===== config.mk =====
export PLATFORM = sky130hd
export DESIGN_NAME = counter_b4_sequencer
export DESIGN_NICKNAME = d
export VERILOG_FILES = /design/src/rtl/counter_b4_sequencer.sv
export SDC_FILE = /design/constraint.sdc
export NUM_CORES = 1
export LEC_CHECK = 0
export BUFFER_PORTS_ARGS = -buffer_cell sky130_fd_sc_hd__buf_4
export CORE_AREA = 3 3 63 65
export DETAILED_ROUTE_END_ITERATION = 7
export DIE_AREA = 0 0 66 68
export PLACE_DENSITY = 0.76
export REMOVE_ABC_BUFFERS = 1
export SYNTH_ARGS = -nofsm -noshare
export SYNTH_HDL_FRONTEND = slang
export SYNTH_SLANG_ARGS = --single-unit

===== constraint.sdc =====
create_clock -name sq_clk -period 2.2 [get_ports sq_clk]
set_clock_uncertainty 0.15 [all_clocks]
set_input_delay 0.33 -clock sq_clk [delete_from_list [all_inputs] [get_ports sq_clk]]
set_output_delay 0.33 -clock sq_clk [all_outputs]
set_load 0.005 [all_outputs]

===== src/rtl/counter_b4_sequencer.sv =====
// counter_b4_sequencer: round-robin job controller that shares one 4-bit up/down/load counter between two requesters.
// Ports:
//   sq_clk, sq_reset_L            clock, synchronous active-low reset
//   sq_req / sq_gnt / sq_done     per-requester request level, one-hot grant, one-cycle done pulse
//   sq_mode*/sq_D*/sq_steps*      per-requester job description (mode, start value, run cycles)
//   sq_result, sq_wraps           final Q and saturating rco count of the last job
//   sq_busy, sq_err               not idle; sticky missing-load-acknowledge flag
//   cnt_enable/cnt_mode/cnt_D     drive to the shared counter
//   cnt_Q/cnt_rco/cnt_load        registered status back from the counter
module counter_b4_sequencer #(
  parameter int STEPS_W = 4
) (
  input  logic               sq_clk,
  input  logic               sq_reset_L,
  input  logic [1:0]         sq_req,
  input  logic [1:0]         sq_mode0,
  input  logic [1:0]         sq_mode1,
  input  logic [3:0]         sq_D0,
  input  logic [3:0]         sq_D1,
  input  logic [STEPS_W-1:0] sq_steps0,
  input  logic [STEPS_W-1:0] sq_steps1,
  output logic [1:0]         sq_gnt,
  output logic [1:0]         sq_done,
  output logic [3:0]         sq_result,
  output logic [3:0]         sq_wraps,
  output logic               sq_busy,
  output logic               sq_err,
  output logic               cnt_enable,
  output logic [1:0]         cnt_mode,
  output logic [3:0]         cnt_D,
  input  logic [3:0]         cnt_Q,
  input  logic               cnt_rco,
  input  logic               cnt_load
);
  typedef enum logic [2:0] {IDLE, LOAD, RUN, DRAIN, DONE} state_t;
  state_t state, state_n;
  logic ptr, ptr_n, sel, chk, err_n, cnt_enable_n;
  logic [1:0] mode_l, mode_s, gnt_n, done_n, cnt_mode_n;
  logic [3:0] d_l, d_s, wraps_n, result_n, cnt_D_n;
  logic [STEPS_W-1:0] steps_l, steps_s, rem, rem_n;
  // Pointer's requester wins if it is asking, otherwise the other one.
  assign sel = sq_req[ptr] ? ptr : ~ptr;
  // Job description: live inputs during the IDLE grant cycle, latched copy afterwards.
  assign mode_s = state == IDLE ? (sel ? sq_mode1 : sq_mode0) : mode_l;
  assign d_s = state == IDLE ? (sel ? sq_D1 : sq_D0) : d_l;
  assign steps_s = state == IDLE ? (sel ? sq_steps1 : sq_steps0) : steps_l;
  always_comb begin
    state_n = state;
    rem_n = rem;
    unique case (state)
      IDLE: state_n = |sq_req ? LOAD : IDLE;
      LOAD: begin
        state_n = (mode_l == 2'b11 || steps_l == '0) ? DRAIN : RUN;
        rem_n = steps_l;
      end
      RUN: begin
        state_n = rem == STEPS_W'(1) ? DRAIN : RUN;
        rem_n = rem - STEPS_W'(1);
      end
      DRAIN: state_n = DONE;
      DONE: state_n = IDLE;
      default: state_n = IDLE;
    endcase
    // Outputs are registered, so they are derived from the state being entered.
    cnt_enable_n = state_n == LOAD || state_n == RUN;
    cnt_mode_n = state_n == LOAD ? 2'b11 : state_n == RUN ? mode_s : 2'b00;
    cnt_D_n = state_n == LOAD ? d_s : 4'd0;
    gnt_n = state_n == IDLE ? 2'b00 : state == IDLE ? (sel ? 2'b10 : 2'b01) : sq_gnt;
    done_n = state_n == DONE ? sq_gnt : 2'b00;
    result_n = state == DRAIN ? cnt_Q : sq_result;
    // rco lags the counter by one cycle, so DRAIN and DONE still collect the last run step's carry.
    wraps_n = (state == IDLE && |sq_req) ? 4'd0 :
              (cnt_rco && (state == RUN || state == DRAIN || state == DONE) && sq_wraps != 4'hf) ? sq_wraps + 4'd1 :
              sq_wraps;
    err_n = sq_err | (chk & ~cnt_load);
    ptr_n = state == DONE ? ~sq_gnt[1] : ptr;
  end
  always_ff @(posedge sq_clk) begin
    if (!sq_reset_L) begin
      state <= IDLE;
      ptr <= 1'b0;
      chk <= 1'b0;
      mode_l <= 2'b00;
      d_l <= 4'd0;
      steps_l <= '0;
      rem <= '0;
      sq_gnt <= 2'b00;
      sq_done <= 2'b00;
      sq_result <= 4'd0;
      sq_wraps <= 4'd0;
      sq_busy <= 1'b0;
      sq_err <= 1'b0;
      cnt_enable <= 1'b0;
      cnt_mode <= 2'b00;
      cnt_D <= 4'd0;
    end else begin
      state <= state_n;
      ptr <= ptr_n;
      chk <= state == LOAD;
      mode_l <= mode_s;
      d_l <= d_s;
      steps_l <= steps_s;
      rem <= rem_n;
      sq_gnt <= gnt_n;
      sq_done <= done_n;
      sq_result <= result_n;
      sq_wraps <= wraps_n;
      sq_busy <= state_n != IDLE;
      sq_err <= err_n;
      cnt_enable <= cnt_enable_n;
      cnt_mode <= cnt_mode_n;
      cnt_D <= cnt_D_n;
    end
  end
endmodule


-- After elaboration in Yosys (flattened, before gate mapping)
Cells that the tools add are included.
- add/subtract/negate cells: 2
- bitwise logic cells: 6
- reduce and logical (&&, ||, !) cells: 17
- muxes and demuxes: 16
- order comparisons: 1
- eq/ne operators: 10
- operators by type and width (kind ; count):
    $mux W4 ; 3
    $pmux W3 S4 ; 1
    $mux W2 ; 5
    $eq A3 B2 Y1 const B ; 3
    $pmux W4 S2 ; 1
    $eq A3 B1 Y1 const B ; 2
    $eq A3 B3 Y1 const B ; 2
    $logic_not A3 Y1 ; 2
    $mux W1 ; 6
    $reduce_or A2 Y1 ; 3
    $add A4 B1 Y4 const B ; 1
    $eq A4 B1 Y1 const B ; 1
    $logic_not A4 Y1 ; 1
    $logic_or A1 B1 Y1 ; 4
    $ne A4 B4 Y1 const B ; 1
    $not A1 Y1 ; 4
    $reduce_and A2 Y1 ; 2
    $sub A4 B1 Y4 const B ; 1
    $logic_and A1 B1 Y1 ; 3
    $reduce_bool A3 Y1 ; 1
    $eq A2 B2 Y1 const B ; 1
    $lt A1 B2 Y1 const B ; 1
    $reduce_bool A2 Y1 ; 1
    $and A1 B1 Y1 ; 1
    $or A1 B1 Y1 ; 1
- bits of input ports: 30
- output and inout port bits: 21
- logic and storage cells: 68
- flip-flop bits (word level): 40

-- Depth between registers and ports, before layout
Gate-level depths: netlist (run 1).
- depth after elaboration: 7
- depth in mapped cells: 6
- depth with buffers taken out: 6

-- Worst setup path before layout (run 1)
Ideal clock, no wire load.
- kind: reg-to-reg
- from: reg rem[1]
- to: reg cnt_D[0]
- required time: 1971 ps
- setup time: 79 ps
- clock period less this slack: 1613 ps
- buffers on the path: 0
- path slack: 587 ps
- cell stages (with the launch flop): 7
- data arrival time: 1383 ps
- path through: dfxtp_1 inv_1 ha_1 nor3b_1 nand2_1 a311o_4 a211oi_2
- word-level cells in the longest chain between the ends: 5
- ends and longest elaborated chain (item ; line ; text):
    start: declaration ; 40 ; logic [STEPS_W-1:0] steps_l, steps_s, rem, rem_n;
    start signal: assignment ; 103 ; rem <= rem_n;
    $eq A4 B1 Y1 ; 57 ; state_n = rem == STEPS_W'(1) ? DRAIN : RUN;
    $mux W1 ; 57 ;
    $pmux W3 S4 ; 50 ; unique case (state)
    $eq A3 B1 Y1 ; 67 ; cnt_D_n = state_n == LOAD ? d_s : 4'd0;
    $reduce_and A2 Y1 (no source line) ; - ;
    end signal: assignment ; 112 ; cnt_D <= cnt_D_n;
    end: declaration ; 30 ; output logic [3:0] cnt_D,
Every way passes these cells.
A chain may end at the register's enable or synchronous reset.

-- Worst setup path in the final report (run 1)
- from: reg state[0]
- to: reg cnt_D[1]
- word-level cells in the longest chain between the ends: 4
- elaborated cells on any way between the ends: 8
- classes of those cells: eq/ne: 4; mux: 2; reduce/logical: 2
- ends and longest elaborated chain (item ; line ; text):
    start: declaration ; 36 ; state_t state, state_n;
    start signal: assignment ; 97 ; state <= state_n;
    $eq A3 B2 Y1, or another cell as far along ; 50 ;
    $pmux W3 S4 ; 50 ;
    $eq A3 B1 Y1 ; 67 ;
    $reduce_and A2 Y1 (no source line) ; - ;
Several ways; a longest one is shown, not always the timed one.

==> results of run 1 <==
synth_stat cells, types with 3 or more instances:
| cell type | number | share of area |
|---|---|---|
| dfxtp_1 | 40 | 0.47 |
| nor2_1 | 23 | 0.051 |
| a211oi_1 | 12 | 0.053 |
| mux2i_1 | 12 | 0.071 |
| a21oi_1 | 10 | 0.029 |
| nand2_1 | 9 | 0.020 |
| inv_1 | 7 | 0.015 |
| nand3_1 | 6 | 0.018 |
| o21ai_0 | 6 | 0.018 |
| a211oi_2 | 4 | 0.029 |
| buf_2 | 4 | 0.012 |
| clkbuf_1 | 3 | 0.0066 |
| ha_1 | 3 | 0.022 |
tightest hold or removal path, delay by kind of cell:
family	cells	cell delay, ns
buffers and inverters	1	0.11
AND/OR/NAND/NOR	1	0.06
AO/OA/AOI/OAI	1	0.05
layout make-up:
cell class / instances / area [µm²] / area share
inverters: 7 / 26.28 / 0.01208
repair buffers: 54 / 405.4 / 0.1863
multi-input cells: 118 / 820.8 / 0.3772
well taps: 46 / 57.56 / 0.02645
clock buffers: 7 / 65.06 / 0.02990
flip-flops and latches: 40 / 800.8 / 0.3680
final timing paths:
| path | cells after the start | slack [ns] | endpoint |
|---|---|---|---|
| hold / removal | 3 | 0.09 | sq_result[0] |
| setup / recovery | 4 | 0.28 | cnt_D[1] |
| setup reg to reg | 4 | 0.28 | cnt_D[1] |
| hold reg to reg | 2 | 0.31 | sq_result[1] |
registers in the layout, indices dropped and copies added (netlist names), 2 cells and up:
| signal | flops |
|---|---|
| cnt_D | 4 |
| cnt_mode | 2 |
| d_l | 4 |
| mode_l | 2 |
| rem | 4 |
| sq_done | 2 |
| sq_gnt | 2 |
| sq_result | 4 |
| sq_wraps | 4 |
| state | 3 |
| steps_l | 4 |
layout by cell type, fill, tap and decap left out, types with 2 or more instances in the layout:
cell / count
nor3_1: 2
nand2_1: 9
ha_1: 3
o21ai_0: 6
xor2_1: 2
clkbuf_8: 2
a211oi_1: 12
a211oi_2: 4
a21oi_1: 10
nand2b_1: 2
nor3b_1: 2
clkbuf_4: 5
or3_1: 2
nor2_1: 23
and2_1: 2
mux2i_1: 12
o21ai_2: 2
nor3b_2: 2
inv_1: 7
nand3_1: 6
dfxtp_1: 40
buf_4: 54
per-layer routing:
layer | GRT usage | up-vias | routed length (µm)
li1 | - | 723 | -
met1 | 0.2114 | 657 | 1588
met2 | 0.3204 | 39 | 1883
met3 | 0.05090 | 7 | 208
met4 | 0.08883 | 0 | 55
met5 | 0 | - | 0
metrics by stage:
step                      power [mW]    util
final                          1.983  0.6419
after global routing           2.113  0.6419
after CTS                      1.994  0.6419
after detailed placement       1.595  0.6227
after global placement         1.568  0.6227
after floorplan                1.342       -
where the power goes:
part           leakage (nW)  internal [mW]  switching, mW  total, mW
logic                 0.577          0.296          0.323      0.620
clock network        0.0374          0.181          0.216      0.398
registers             0.328          0.862          0.104      0.966
total                 0.943           1.34          0.644       1.98
logic make-up (layout without fill, tap and decap cells):
group | after synthesis | after routing | synth area share
and+or+nand+nor | 58 | 58 | 0.1864
muxes | 12 | 12 | 0.07075
DFF | 40 | 40 | 0.4716
AOI/OAI and AO/OA | 43 | 43 | 0.1938
xor gates and xnor gates | 2 | 2 | 0.01032
buffers and inverters | 16 | 68 | 0.04496
adders and majority gates | 3 | 3 | 0.02211
==> results.sh, run 1 <==
export IMPL_hold_viol_final=0
export IMPL_totalWireLength_um=3736
export IMPL_grt_pass1_vias=1403
export IMPL_ys_ff_latch=40
export IMPL_drc=0
export IMPL_setup_viol=0
export IMPL_yosysWarnings=0
export IMPL_outcome="finished clean"
export IMPL_worstPathRequired_ns=2.32
export IMPL_grtUsageTotal=0.1849
export IMPL_area_growth_synth_to_final_pct=28.15
export IMPL_cp_start_kind="flip-flop"
export IMPL_cts_sinks=40
export IMPL_die_h_um=68
export IMPL_coreArea_um2=3390
export IMPL_async_reset_ff_frac=0
export IMPL_fin_cells=272
export IMPL_dieArea_um2=4488
export IMPL_fp_row_count=21
export IMPL_diodes=0
export IMPL_crit_chain="nor3b_4 -> o21ai_2 -> a311o_4 -> a211oi_2"
export IMPL_hold_start="cnt_Q[0]"
export IMPL_syn_inst=174
export IMPL_dp_hpwl_um=2880
export IMPL_hp_class="in2reg"
export IMPL_io_pins=51
export IMPL_yosysSeqAreaShare=0.4716
export IMPL_worst_setup_path_end_kind="flip-flop"
export IMPL_die_w_um=66
export IMPL_dr_first_iter_drc_count=39
export IMPL_yosysUniqueCellTypes=40
export IMPL_vias=1426
export IMPL_netlist_area_um2=1698
export IMPL_post_cts_buffers=0
export IMPL_cpPeakStageDelay_ns=0.64
export IMPL_ant_nets=0
export IMPL_arrival_ns=2.04
export IMPL_fmax_mhz=519.5
export IMPL_p_leak_nw=0.9429
export IMPL_cp_top_family="compound AO/OA/AOI/OAI gates"
export IMPL_crit_path_start="state[0]"
export IMPL_cts_tree="built"
export IMPL_avgSynthCellArea_um2=9.758
export IMPL_fin_crit_ns=1.925
export IMPL_rsz0062_at_grt="false"
export IMPL_grt_pass1_wl_um=6216
export IMPL_finalMaxSlewViolations=0
export IMPL_fillers=268
export IMPL_fin_crit_sh=0.8749
export IMPL_postCtsHoldBufs=0
export IMPL_maxCapViolations=0
export IMPL_design_area_um2=2176
export IMPL_clk_path_buf_depth=2
export IMPL_timing_slew_headroom=0.6704
export IMPL_drive_gt1_frac=0.3319
export IMPL_root_buffer="clkbuf_4"
export IMPL_htree_levels=2
export IMPL_vias_per_cell=5.243
export IMPL_numCtsBuffers=5
export IMPL_tightest_slew_ns=0.4938
export IMPL_wl_per_cell_um=13.74
export IMPL_antenna_found_initial=0
export IMPL_fin_tns_setup_ns=0
export IMPL_path_class="reg2reg"
export IMPL_place_ws_ns=0.2690
export IMPL_vdd_drop_max_mv=0.4844
export IMPL_grt_overflow=0
export IMPL_p_per_area_nw_per_um2=911.3
export IMPL_worst_slack_ns=0.2752
export IMPL_clk_latency_ns=0.34
export IMPL_gp_congestion=0.7502
export IMPL_placed_cells=265
export IMPL_start_util=0.5009
export IMPL_dr_pass1_iters=4
export IMPL_r2r_start="state[0]"
export IMPL_placed_area_um2=2111
export IMPL_cts_resized=0
export IMPL_synth_edf_count=0
export IMPL_clkTransAtPathRegs_ns=0.11
export IMPL_synth_main_ff_cell="dfxtp_1"
export IMPL_crit_path_max_fanout=14
export IMPL_crit_path_top_delay_cell="dfxtp_1"
export IMPL_grt_max_degree=26
export IMPL_timing_hold_ws_ns=0.09012
export IMPL_path_buf_inv=0
export IMPL_nets=259
export IMPL_place_port_buffers=50
(Power assumes the default switching activity.)
==> inputs of run 2 (changes only) <==
Settings changed: SETUP_SLACK_MARGIN set to 0.5.
==> results.sh, run 2 (synthesized netlist as in run 1, its figures left out) <==
export IMPL_cts_sinks=40
export IMPL_grt_pass1_wl_um=6396
export IMPL_arrival_ns=1.78
export IMPL_die_w_um=66
export IMPL_vias_per_cell=5.373
export IMPL_hold_viol_final=0
export IMPL_final_cell_mix="56 x buf_4, 36 x dfxtp_1, 23 x nor2_1"
export IMPL_nets=263
export IMPL_ant_nets=0
export IMPL_drc=0
export IMPL_place_port_buffers=50
export IMPL_postCtsHoldBufs=0
export IMPL_p_leak_nw=0.9812
export IMPL_setup_viol=0
export IMPL_timing_slew_headroom=0.6968
export IMPL_root_buffer="clkbuf_4"
export IMPL_clk_path_buf_depth=2
export IMPL_htree_levels=2
export IMPL_fmax_mhz=602.2
export IMPL_clk_latency_ns=0.34
export IMPL_final_common_cell="buf_4"
export IMPL_fp_row_count=21
export IMPL_drive_gt1_frac=0.3870
export IMPL_fin_crit_sh=0.7548
export IMPL_dp_hpwl_um=2880
export IMPL_tightest_slew_ns=0.4544
export IMPL_totalWireLength_um=4041
export IMPL_cts_tree="built"
export IMPL_fin_tns_setup_ns=0
export IMPL_finalMaxSlewViolations=0
export IMPL_vdd_drop_max_mv=0.5002
export IMPL_path_class="reg2reg"
export IMPL_globalRouteMet1Util=0.2266
export IMPL_cp_start_kind="flip-flop"
export IMPL_hp_class="in2reg"
export IMPL_rsz0062_at_grt="true"
export IMPL_design_area_um2=2293
export IMPL_gr_max_usage_layer="met2"
export IMPL_dr_pass1_iters=4
export IMPL_wl_per_cell_um=14.64
export IMPL_worst_setup_path_end_kind="flip-flop"
export IMPL_gp_congestion=0.7502
export IMPL_coreArea_um2=3390
export IMPL_fin_crit_ns=1.661
export IMPL_diodes=0
export IMPL_use_met2=0.3267
export IMPL_dieArea_um2=4488
export IMPL_die_h_um=68
export IMPL_dr_first_iter_drc_count=55
export IMPL_worstPathRequired_ns=2.32
export IMPL_vias=1483
export IMPL_crit_path_max_fanout=7
export IMPL_antenna_found_initial=0
export IMPL_clkTransAtPathRegs_ns=0.11
export IMPL_maxCapViolations=0
export IMPL_io_pins=51
export IMPL_p_per_area_nw_per_um2=919.3
export IMPL_area_growth_synth_to_final_pct=35.08
export IMPL_grtUsageTotal=0.1912
export IMPL_grt_pass1_vias=1405
export IMPL_grt_max_degree=26
export IMPL_met3_usage=0.04926
export IMPL_placed_area_um2=2111
export IMPL_start_util=0.5009
export IMPL_outcome="finished clean"
export IMPL_numCtsBuffers=5
export IMPL_grt_overflow=0
run 2: worst paths after layout:
| kind | startpoint | end | slack, ns | depth (start not counted) |
|---|---|---|---|---|
| setup / recovery | rem[1] | cnt_D[1] | 0.54 | 6 |
| setup reg to reg | rem[1] | cnt_D[1] | 0.54 | 6 |
| hold / removal | cnt_Q[0] | sq_result[0] | 0.08 | 3 |
| hold reg to reg | sq_result[1] | sq_result[1] | 0.31 | 2 |
run 2: repair_timing:
action / in CTS / in global routing
resized for setup: 9 / 7
cloned: 0 / 0
setup endpoints to repair: 10 / 8
pin swaps: 1 / 0
setup buffers: 1 / 3
run 2: per-stage QoR:
step,setup WS (ns),cells,total power [mW],utilization,hold slack [ns]
global placement,0.3801,265,1.568,0.6227,0.2866
finish,0.5395,276,2.108,0.6766,0.08386
global route,0.4270,276,2.232,0.6766,0.06744
floorplan,0.1448,165,1.342,-,0.2822
CTS,0.5046,273,2.033,0.6549,0.08075
detailed placement,0.2690,265,1.595,0.6227,0.2972
run 2: layout make-up:
cell class,count,area (µm²)
clock buffers,7,65.06
fillers,257,1096
inverters,7,26.28
multi-input cells,118,873.3
flip-flops and latches,40,810.8
well taps,46,57.56
repair buffers,58,460.4
run 2: metal layers:
layer  wire (µm)  vias to the layer above  share of wire
li1            -                      729              -
met3         286                       11          0.071
met2        2004                       62           0.50
met4          88                        0          0.022
met5           0                        -              0
met1        1661                      681           0.41
run 2: critical path: stages, from the launching register on:
cell      delay [ns]
dfxtp_2         0.35
inv_2           0.07
ha_1            0.14
nor3b_4         0.24
nand2_2         0.10
a311o_4         0.38
a211oi_2        0.16
run 2: report_power, final:
part	switching [mW]	internal, mW	leakage [nW]	total, mW
Combinational	0.362	0.361	0.613	0.723
Sequential	0.118	0.868	0.330	0.985
Clock	0.219	0.181	0.0374	0.400
==> inputs of run 3 (changes only) <==
Settings changed: ABC_AREA set to 1, CORE_AREA 3 3 63 65 to 3 3 66 68, DIE_AREA 0 0 66 68 to 0 0 69 71, PLACE_DENSITY 0.76 to 0.73.
Clock period 2.2 ns to 1.3 ns, I/O delays scaled along.
==> results.sh, run 3 <==
export IMPL_cpMostUsedCell="nor2_4"
export IMPL_arrival_ns=1.45
export IMPL_die_h_um=71
export IMPL_finalMaxSlewViolations=0
export IMPL_r2r_cells=7
export IMPL_globalRouteMet1Util=0.2141
export IMPL_die_w_um=69
export IMPL_nets=336
export IMPL_grt_overflow=0
export IMPL_avgSynthCellArea_um2=7.603
export IMPL_hp_class="in2reg"
export IMPL_cp_start_kind="flip-flop"
export IMPL_clockPowerShare=0.231
export IMPL_drive_gt1_frac=0.5066
export IMPL_antenna_found_initial=0
export IMPL_fin_cells=354
export IMPL_cts_tree="built"
export IMPL_grt_max_degree=16
export IMPL_dp_hpwl_um=2987
export IMPL_area_growth_synth_to_final_pct=57.86
export IMPL_start_util=0.4332
export IMPL_fillers=328
export IMPL_grtUsageTotal=0.1822
export IMPL_outcome="finished with violations"
export IMPL_synth_area_top_cells="dfxtp_1 47%, nand2_1 14%, a21oi_1 4.4%, nand3_1 4.4%, nor2_1 4.4%"
export IMPL_fin_crit_sh=1.072
export IMPL_setup_viol=18
export IMPL_io_pins=51
export IMPL_hold_depth=3
export IMPL_grt_pass1_vias=1628
export IMPL_async_reset_ff_frac=0
export IMPL_sequentialPowerShare=0.418
export IMPL_crit_chain="nor2_4 -> nand2_4 -> nor2_4 -> inv_2 -> nor2_4 -> buf_4 -> o21bai_1"
export IMPL_dieArea_um2=4899
export IMPL_place_port_buffers=50
export IMPL_switching_share=0.3324
export IMPL_power_switching_mw=1.223
export IMPL_clk_latency_ns=0.29
export IMPL_final_cell_mix="59 x nand2_1, 51 x buf_4, 25 x buf_6"
export IMPL_rr_endpoint="cnt_mode[1]"
export IMPL_dr_first_iter_drc_count=65
export IMPL_p_per_area_nw_per_um2=1374
export IMPL_placed_cells=334
export IMPL_synth_edf_count=0
export IMPL_design_area_um2=2676
export IMPL_hold_start="cnt_Q[2]"
export IMPL_gp_congestion=0.8004
export IMPL_fmax_mhz=717.6
export IMPL_worst_slack_ns=-0.09359
export IMPL_synth_common_cells="65 x nand2_1, 40 x dfxtp_1, 20 x nor2_1, 18 x inv_1"
export IMPL_vdd_drop_max_mv=0.8978
export IMPL_wl_per_cell_um=12.60
export IMPL_synth_main_ff_cell="dfxtp_1"
export IMPL_diodes=0
export IMPL_netlist_area_um2=1695
export IMPL_reg2reg_slack_ns=-0.09
export IMPL_tightest_slew_ns=0.2382
export IMPL_coreArea_um2=3914
export IMPL_fin_crit_ns=1.394
export IMPL_rsz0062_at_grt="true"
export IMPL_r2r_start="state[0]"
export IMPL_worst_setup_path_end_kind="flip-flop"
export IMPL_path_class="reg2reg"
export IMPL_clkTransAtPathRegs_ns=0.08
export IMPL_vias=1720
export IMPL_cts_sinks=40
export IMPL_placed_area_um2=2223
export IMPL_min_to="sq_result[2]"
export IMPL_drc=0
export IMPL_numCtsBuffers=5
export IMPL_vias_per_cell=4.859
export IMPL_clk_path_buf_depth=2
export IMPL_timing_slew_headroom=0.8406
export IMPL_total_power_mw=3.678
export IMPL_p_leak_nw=1.221
export IMPL_cpPeakStageDelay_ns=0.34
export IMPL_crit_path_top_delay_cell="dfxtp_2"
export IMPL_gr_max_usage_layer="met2"
export IMPL_yosysWarnings=0
export IMPL_pwr_share_comb=0.351
export IMPL_ys_ff_latch=40
export IMPL_worstPathRequired_ns=1.36
export IMPL_crit_path_max_fanout=6
export IMPL_totalWireLength_um=4461
export IMPL_htree_levels=2
export IMPL_p_int_mw=2.456
export IMPL_final_common_cell="nand2_1"
export IMPL_yosysUniqueCellTypes=27
export IMPL_yosysTopAreaCellShare=0.4723
export IMPL_hold_viol_final=4
export IMPL_yosysSeqAreaShare=0.4723
export IMPL_violations="hold timing, setup timing"
export IMPL_ant_nets=0
export IMPL_fp_row_count=23
export IMPL_synth_most_common_cell="nand2_1"
export IMPL_yosysTopAreaCell="dfxtp_1"
export IMPL_use_met2=0.3040
export IMPL_grt_pass1_wl_um=7169
export IMPL_dr_pass1_iters=4
export IMPL_maxCapViolations=0
export IMPL_syn_inst=223
export IMPL_met3_usage=0.06108
export IMPL_root_buffer="clkbuf_8"
export IMPL_timing_hold_ws_ns=-0.02917
-- run 3: cell types whose count changed in the layout (fill, tap and decap cells not counted), moves of 10 or more --
cell and delta:
buf_6 +25, mux2i_1 -12, a211oi_1 -12, dfxtp_1 -19, a31oi_1 +10, nand2_1 +51
dfxtp_2 +20
-- run 3: worst max path at each step --
stage	startpoint	to	slack, ns	depth (start not counted)
6_report	state[0]	cnt_mode[1]	-0.09	7
3_3_place_gp	rem[1]	sq_gnt[0]	-0.008	8
5_1_grt	state[0]	cnt_mode[1]	-0.14	7
2_1_floorplan	sq_wraps[0]	sq_wraps[0]	0.02	5
4_1_cts	state[0]	cnt_D[2]	-0.03	7
3_5_place_dp	ptr	cnt_D[2]	-0.06	6
-- run 3: through the flow --
stage	setup TNS [ns]	setup WS, ns	utilization
2_1_floorplan	0	0.01937	-
3_3_place_gp	-0.008115	-0.008115	0.5681
3_5_place_dp	-0.3448	-0.06096	0.5681
4_1_cts	-0.1813	-0.03343	0.6592
5_1_grt	-2.172	-0.1383	0.6838
6_report	-0.6485	-0.09359	0.6838
-- run 3: routing by layer --
layer | vias to the layer above | routed length (µm)
met5 | - | 0
met4 | 0 | 99
met3 | 11 | 324
met2 | 62 | 2185
met1 | 769 | 1852
li1 | 878 | -
-- run 3: cells by family (layout without fill, tap and decap cells) --
group / Yosys count / in the layout / synth area share
AND/OR/NAND/NOR: 114 / 114 / 0.3048
flip-flops: 40 / 40 / 0.4723
AO/OA/AOI/OAI: 37 / 37 / 0.1284
buffers and inverters: 27 / 108 / 0.06199
adder cells (fa/ha/maj): 3 / 3 / 0.02214
XOR/XNOR: 2 / 2 / 0.01033
-- run 3: final cells by class --
type	instances	area, µm²	share of cell area
well taps	50	62.56	0.02338
clock inverters	2	10.01	0.003740
inverters	24	102.6	0.03834
clock buffers	6	82.58	0.03086
flip-flops and latches	40	832.0	0.3109
multi-input cells	156	922.1	0.3446
repair buffers	76	664.4	0.2482
-- run 3: worst max-delay path, delay by kind of cell, from the launching register on --
family | cells | cell delay (ns)
AO/OA/AOI/OAI | 1 | 0.11
flip-flops | 1 | 0.34
buffers and inverters | 2 | 0.19
AND/OR/NAND/NOR | 4 | 0.50
-- run 3: power groups by stage --
stage / sequential (mW) / combinational, mW / clock (mW)
after floorplan: 1.52 / 0.578 / 0
after global placement: 1.52 / 0.985 / 0
after detailed placement: 1.53 / 1.00 / 0
after CTS: 1.52 / 1.21 / 0.857
after global routing: 1.56 / 1.42 / 0.917
final: 1.54 / 1.29 / 0.850
-- run 3: repair_timing --
action,4_1_cts,5_1_grt
pin swaps,17,7
endpoints found under the setup margin,60,61
cloned,0,0
endpoints found under the hold margin,4,3
gates resized for setup,69,26
buffers inserted,10,2
